<file path="src/rtl/csr_trap_sequencer.sv">
// csr_trap_sequencer: machine-mode trap entry / MRET sequencer that owns the CSR write port
module csr_trap_sequencer #(
  parameter int XLEN   = 32,
  parameter int CSR_AW = 12
) (
  input  logic              clock,
  input  logic              reset_n,
  input  logic              trap_req,
  input  logic [XLEN-1:0]   trap_cause,
  input  logic [XLEN-1:0]   trap_epc,
  input  logic [XLEN-1:0]   trap_tval,
  input  logic              mret_req,
  output logic              trap_ack,
  output logic              mret_ack,
  input  logic              csr_inst_valid,
  input  logic [CSR_AW-1:0] csr_inst_addr,
  input  logic [XLEN-1:0]   csr_inst_wdata,
  input  logic              csr_inst_wen,
  output logic              csr_inst_ready,
  output logic [XLEN-1:0]   csr_inst_rdata,
  output logic [CSR_AW-1:0] csr_addr,
  output logic [XLEN-1:0]   csr_w_data,
  output logic              csr_w_en,
  input  logic [XLEN-1:0]   csr_r_data,
  output logic              redirect_valid,
  output logic [XLEN-1:0]   redirect_pc,
  output logic              busy
);
  typedef enum logic [2:0] {IDLE, T_EPC, T_CAUSE, T_TVAL, T_STATUS, T_VEC, R_STATUS, R_EPC} state_t;
  localparam logic [CSR_AW-1:0] A_MSTATUS = CSR_AW'(12'h300);
  localparam logic [CSR_AW-1:0] A_MTVEC   = CSR_AW'(12'h305);
  localparam logic [CSR_AW-1:0] A_MEPC    = CSR_AW'(12'h341);
  localparam logic [CSR_AW-1:0] A_MCAUSE  = CSR_AW'(12'h342);
  localparam logic [CSR_AW-1:0] A_MTVAL   = CSR_AW'(12'h343);
  localparam logic [XLEN-1:0]   ALIGN     = ~XLEN'(3);
  state_t state, state_nx;
  logic [XLEN-1:0] cause_q, epc_q, tval_q, r_base, vec_pc, st_trap, st_mret;
  logic take_trap, take_mret, pass;
  // Acceptance decisions: trap beats MRET beats the pipeline; nothing is granted while in reset
  assign take_trap = reset_n && state == IDLE && trap_req;
  assign take_mret = reset_n && state == IDLE && !trap_req && mret_req;
  assign pass      = reset_n && state == IDLE && !trap_req && !mret_req;
  assign trap_ack  = take_trap;
  assign mret_ack  = take_mret;
  assign busy      = state != IDLE;
  assign r_base    = csr_r_data & ALIGN;
  assign vec_pc    = (csr_r_data[1:0] == 2'b01 && cause_q[XLEN-1]) ? r_base + {cause_q[XLEN-3:0], 2'b00} : r_base;
  // mstatus read-modify-write images for trap entry and MRET
  always_comb begin
    st_trap = csr_r_data;
    st_trap[7] = csr_r_data[3];
    st_trap[3] = 1'b0;
    st_trap[12:11] = 2'b11;
    st_mret = csr_r_data;
    st_mret[3] = csr_r_data[7];
    st_mret[7] = 1'b1;
    st_mret[12:11] = 2'b11;
  end
  // State register, latched trap operands and the registered redirect
  always_ff @(posedge clock or negedge reset_n) begin
    if (!reset_n) begin
      state <= IDLE;
      cause_q <= '0;
      epc_q <= '0;
      tval_q <= '0;
      redirect_valid <= 1'b0;
      redirect_pc <= '0;
    end else begin
      state <= state_nx;
      if (take_trap) begin
        cause_q <= trap_cause;
        epc_q <= trap_epc;
        tval_q <= trap_tval;
      end
      redirect_valid <= state == T_VEC || state == R_EPC;
      if (state == T_VEC) redirect_pc <= vec_pc;
      else if (state == R_EPC) redirect_pc <= r_base;
    end
  end
  // Next-state: fixed walk through the trap or MRET register sequence
  always_comb begin
    state_nx = state;
    case (state)
      IDLE:     state_nx = take_trap ? T_EPC : take_mret ? R_STATUS : IDLE;
      T_EPC:    state_nx = T_CAUSE;
      T_CAUSE:  state_nx = T_TVAL;
      T_TVAL:   state_nx = T_STATUS;
      T_STATUS: state_nx = T_VEC;
      R_STATUS: state_nx = R_EPC;
      default:  state_nx = IDLE;
    endcase
  end
  // Outputs: pipeline pass-through when idle, otherwise the sequencer drives the CSR port
  always_comb begin
    csr_inst_ready = pass;
    csr_inst_rdata = pass ? csr_r_data : '0;
    csr_addr = pass ? csr_inst_addr : '0;
    csr_w_data = pass ? csr_inst_wdata : '0;
    csr_w_en = pass && csr_inst_valid && csr_inst_wen;
    case (state)
      T_EPC:    begin csr_addr = A_MEPC;    csr_w_data = epc_q & ALIGN; csr_w_en = 1'b1; end
      T_CAUSE:  begin csr_addr = A_MCAUSE;  csr_w_data = cause_q;       csr_w_en = 1'b1; end
      T_TVAL:   begin csr_addr = A_MTVAL;   csr_w_data = tval_q;        csr_w_en = 1'b1; end
      T_STATUS: begin csr_addr = A_MSTATUS; csr_w_data = st_trap;       csr_w_en = 1'b1; end
      T_VEC:    csr_addr = A_MTVEC;
      R_STATUS: begin csr_addr = A_MSTATUS; csr_w_data = st_mret;       csr_w_en = 1'b1; end
      R_EPC:    csr_addr = A_MEPC;
      default:  ;
    endcase
  end
endmodule

</file>
<file path="config.mk">
export PLATFORM = sky130hd
export DESIGN_NAME = csr_trap_sequencer
export DESIGN_NICKNAME = d
export VERILOG_FILES = /design/src/rtl/csr_trap_sequencer.sv
export SDC_FILE = /design/constraint.sdc
export NUM_CORES = 1
export LEC_CHECK = 0
export ABC_AREA = 1
export CAP_MARGIN = 10
export CORE_AREA = 2 2 135 137
export CTS_CLUSTER_SIZE = 20
export DETAILED_ROUTE_END_ITERATION = 16
export DIE_AREA = 0 0 137 139
export PLACE_DENSITY = 0.85
export SLEW_MARGIN = 10
export SYNTH_ARGS = -nofsm -noshare
export SYNTH_HDL_FRONTEND = slang
export SYNTH_SLANG_ARGS = --single-unit
</file>
<file path="constraint.sdc">
create_clock -name clock -period 4 [get_ports clock]
set_input_delay 0.4 -clock clock [delete_from_list [all_inputs] [get_ports clock]]
set_output_delay 0.4 -clock clock [all_outputs]
set_load 0.02 [all_outputs]
</file>
# Yosys cells after proc, flatten, opt, wreduce, memory -nomap -nowiden
# Cells that the tools add are included.
totals:
  reg_bits: 132
  inputBits: 178
  output_inout_bits: 114
  wordCells: 44
classes:
  n_addsub: 1
  eq_ne: 8
  muxes: 12
  reduce_logical: 17
op_table:
  columns: ["operator", "n"]
  rows:
  - ["two-way mux 32 bit", 5]
  - ["one-hot mux 32 bit (5 select lines)", 1]
  - ["one-hot mux 12 bit (5 select lines)", 1]
  - ["adder 32 bit", 1]
  - ["one-hot mux 3 bit (6 select lines)", 1]
  - ["equality test 3 bit, second input constant", 4]
  - ["two-way mux 12 bit", 1]
  - ["logical AND 1 bit", 8]
  - ["equality test 3 x 2 -> 1 bit, second input constant", 2]
  - ["two-way mux 3 bit", 2]
  - ["OR reduction 5 bit", 1]
  - ["OR reduction 2 bit", 2]
  - ["equality test 3 x 1 -> 1 bit, second input constant", 1]
  - ["zero test 3 bit", 1]
  - ["nonzero test 3 bit", 1]
  - ["equality test 2 x 1 -> 1 bit, second input constant", 1]
  - ["zero test 1 bit", 2]
  - ["nonzero test 2 bit", 1]
  - ["logical OR 1 bit", 1]
  - ["two-way mux 1 bit", 1]

# Longest topological paths before layout
logic_depth:
  depth_word: 7
  ltp_mapped: 14
  ltp_nobuf: 14

# Worst setup path before layout
# Ideal clock, no wire load.
synth_timing:
  path_kind: "input to register"
  startpoint: "input port csr_r_data[2]"
  endpoint: "register redirect_pc[16]"
  setup_ns: 0.117
  t_arrival_ns: 1.809
  t_required_ns: 3.883
  path_slack_ns: 2.075
  cell_stages: 14
  path_buffers: 0
  cell_sequence: "ha_1 fa_1 nand3_1 nand3_2 nand2_1 nand2_2 inv_2 nor2_1 nor2_1 nor2_1 nor2_1 nand2_1 nand2_1 nand2_1"
synth_between:
  elab_chain_len: 3
synth_lines:
  columns: ["element", "line", "text"]
  rows:
  - ["from (decl)", "24", "input logic [XLEN-1:0] csr_r_data,"]
  - ["adder 32 bit", "47", "assign vec_pc = (csr_r_data[1:0] == 2'b01 && cause_q[XLEN-1]) ? r_base + {cause_q[XLEN-3:0], 2'b00} : r_base;"]
  - ["two-way mux 32 bit", "47", null]
  - ["two-way mux 32 bit", "76", "if (state == T_VEC) redirect_pc <= vec_pc;"]
  - ["to (signal assigned)", "76", null]
  - ["to (signal assigned)", "77", "else if (state == R_EPC) redirect_pc <= r_base;"]
  - ["to (decl)", "26", "output logic [XLEN-1:0] redirect_pc,"]
# Every way passes these cells.
# A chain may end at the register's enable or synchronous reset.

# Worst setup path in the final report
layout_timing:
  startpoint: "register state[2]"
  endpoint: "output port csr_w_data[18]"
layout_between:
  elab_chain_len: 6
  elab_cells_between_ends: 11
  cone_classes: "eq/ne: 5; mux: 2; reduce/logical: 4"
layout_lines:
  columns: ["element", "line", "text"]
  rows:
  - ["from (decl)", "36", "state_t state, state_nx;"]
  - ["from (signal assigned)", "69", "state <= state_nx;"]
  - ["zero test 3 bit", "42", "assign pass = reset_n && state == IDLE && !trap_req && !mret_req;"]
  - ["logical AND 1 bit (3 in series)", "42", null]
  - ["two-way mux 32 bit", "98", "csr_w_data = pass ? csr_inst_wdata : '0;"]
  - ["one-hot mux 32 bit (5 select lines) *", "100", "case (state)"]
  - ["to (decl)", "22", "output logic [XLEN-1:0] csr_w_data,"]
# Mark *: on every way between the ends. The rest lies on a longest branch, timed or not.

==> results.cfg <==
[run_status]
outcome = completed

[worst_setup_path]
rrSetupSlack_ps = 1460
end_kind = primary output
critPathKind = reg2out
startpoint_type = flip-flop
crit_fanout = 40
r2r-end = epc_q[24]
crit-reg2reg-launch = state[2]
reg2reg_depth = 8
cp-startpoint = state[2]
cp.required_ps = 3600
crit_arrival_ps = 3010

[timing]
finalSetupViolCount = 0
hold_viol_final = 0
max_slew_margin = 0.4351
rsz0062_at_grt = no
tightest_slew_ps = 847.4
fin_skew_ps = 9.870
finalCritPeriodShare = 0.8528
setup_tns_ps = 0
slew_viol_final = 0
fmax_mhz = 293.1
min_period_ps = 3411
setup_ws_ps = 588.6

[yosys]
synthCells = 1302
synth_mux_area_frac = 0
synth_commonest_cells = nand2_1 (532), inv_1 (179), dfrtp_1 (128)
synth-xor-area-share = 0.01098
synth_area_leader_cell = dfrtp_1
synthAdderAreaFrac = 0.04365
synth_top_area_frac = 0.3651
synth-seq-area-share = 0.3651
syn_avg_cell_area_um2 = 6.737
synth.distinct_cells = 37
synth_edf_count = 0
yosys.cell_count.top_type = nand2_1
synth_seq_cells = 128
synthArstFlopShare = 1.000
synthSimpleGateAreaFrac = 0.3332
yosysWarnings = 0
syn_area_um2 = 8772
synthFlopType = dfrtp_1
synth_top_family_by_area = simple AND/OR/NAND/NOR gates
netlist_top_cells_area = dfrtp_1 (37%), nand2_1 (23%), inv_1 (7.7%), ha_1 (4.1%), a21oi_1 (3.6%)
synth-compound-area-share = 0.1255

[die]
fp.coreArea_um2 = 17660
dieArea_um2 = 19040
start_util = 0.4968
rows = 49
pin_count = 292
die_h_um = 139
die_w_um = 137

[clock_network]
cts_buffers = 17
clock_latency_ps = 430
htree_levels = 4
numClockSinks = 128
post_cts_buffers = 0
cts_tree = yes
cts_max_path_buffers = 2
cts_root_buf = clkbuf_16
clk_pin_slew_ps = 60

[power_and_ir_drop]
power_w = 0.008991
pwr-share-clk = 0.186
seq_power_share = 0.261
internal_power_w = 0.004892
p_per_area_nw_per_um2 = 730.5
p_switching_w = 0.004099
p_sw_frac = 0.4559
power_frac_comb = 0.554
ir_worst_vdd_mv = 0.4540
p_leak_nw = 6.107

[routing]
vias = 9690
met3RoutedLength_um = 2724
drc_errors = 0
wl_met2_um = 15130
wl_met1_um = 12780
top_layer = met4
wl_per_cell_um = 17.68
drt-total-wl_um = 32030
antenna_left = 0
dr.pass1.iters = 8
drtIter0Drc = 851
viasPerCell = 5.348

[placement]
place_hpwl_um = 24420
post-place-ws_ps = 1011
placed_cell_area_um2 = 11670
dpl.cell_count = 1777
gp_congestion = 0.9829
portBuffers = 287

[global_route]
grt_util_all_layers = 0.3437
overflow = 0
grt_max_degree = 94
grt_pass1_vias = 9320
grt_antenna_before_repair = 2
grt_first_pass_wirelength_um = 49870

[job]
maxCapViolations = 0

[final_layout]
fin_nets = 1776
finalNonFillerCells = 1812
syn_to_final_growth_pct = 40.29
drive_gt1_frac = 0.06452
nFillCells = 1466
finish.instance_area_um2 = 12310

[hold_path]
hold_class = in2async
[metal layers]
layer,global-route usage,vias to the layer above
met1,0.4465,4507
met5,0,-
li1,-,4606
met2,0.5494,487
met4,0.1498,0
met3,0.07493,90
[cells in the final DEF (no fill, tap or decap), types with 17 or more instances in the layout]
cell type	count
a21oi_1	63
nor2_1	63
nand3_1	47
ha_1	29
nor2_2	19
nand2_1	531
clkbuf_16	17
o211ai_1	18
dfrtp_1	128
clkdlybuf4s50_1	285
inv_1	179
o21ai_0	45
o22ai_1	19
[cell type report]
cell class	count	area, um^2	share of cell area
Antenna cell	2	5.005	0.0004067
Timing Repair Buffer	300	2972	0.2415
Sequential cell	128	3203	0.2603
Clock buffer	17	425.4	0.03457
Inverter	186	701.9	0.05704
Multi-Input combinational cell	935	4513	0.3667
Tap cell	229	286.5	0.02328
Clock inverter	15	200.2	0.01627
[critical path, stage by stage, from the launching register on]
cell	delay [ps]
dfrtp_1	510
inv_2	140
nand2_2	90
inv_4	90
nand2_2	60
nor2_4	90
nand2_2	60
inv_2	560
nand2_1	150
o211ai_1	160
clkdlybuf4s50_1	660
[registers in the layout, indices dropped and copies added (netlist names)]
signal,cells
state,3
epc_q,30
cause_q,32
redirect_valid,1
tval_q,32
redirect_pc,30
[per-stage QoR]
step	util	hold slack (ps)
final	0.6970	316.7
after global routing	0.6970	310.8
after CTS	0.6967	299.6
after detailed placement	0.6607	181.3
after global placement	0.6607	180.5
after floorplan	-	104.4
[cells by family after synthesis]
group / after synthesis
adder cells (fa/ha/maj): 30
flip-flops: 128
XOR/XNOR: 11
other: 1
AND/OR/NAND/NOR: 704
AO/OA/AOI/OAI: 188
buffers and inverters: 240
[power by group through the flow]
stage | logic [W] | clock network, W | registers [W]
5_1_grt | 0.00546 | 0.00173 | 0.00241
2_1_floorplan | 0.00292 | 0 | 0.00238
3_5_place_dp | 0.00490 | 0 | 0.00234
3_3_place_gp | 0.00484 | 0 | 0.00231
4_1_cts | 0.00495 | 0.00167 | 0.00233
6_report | 0.00498 | 0.00167 | 0.00234
[worst max-delay path by stage]
stage                       to  slack (ps)  cells past startpoint
4_1_cts         csr_w_data[18]         620                     10
5_1_grt         csr_w_data[15]         450                     10
2_1_floorplan  redirect_pc[16]        2070                     14
3_3_place_gp    csr_w_data[15]        1060                      7
3_5_place_dp    csr_w_data[18]        1010                      7
6_report        csr_w_data[18]         590                     10
[repair_timing]
action	CTS	global route
hold buffers	1	0
resized for setup	0	0
hold endpoints to repair	1	0
Note: power is estimated with default switching activity, not from simulation.
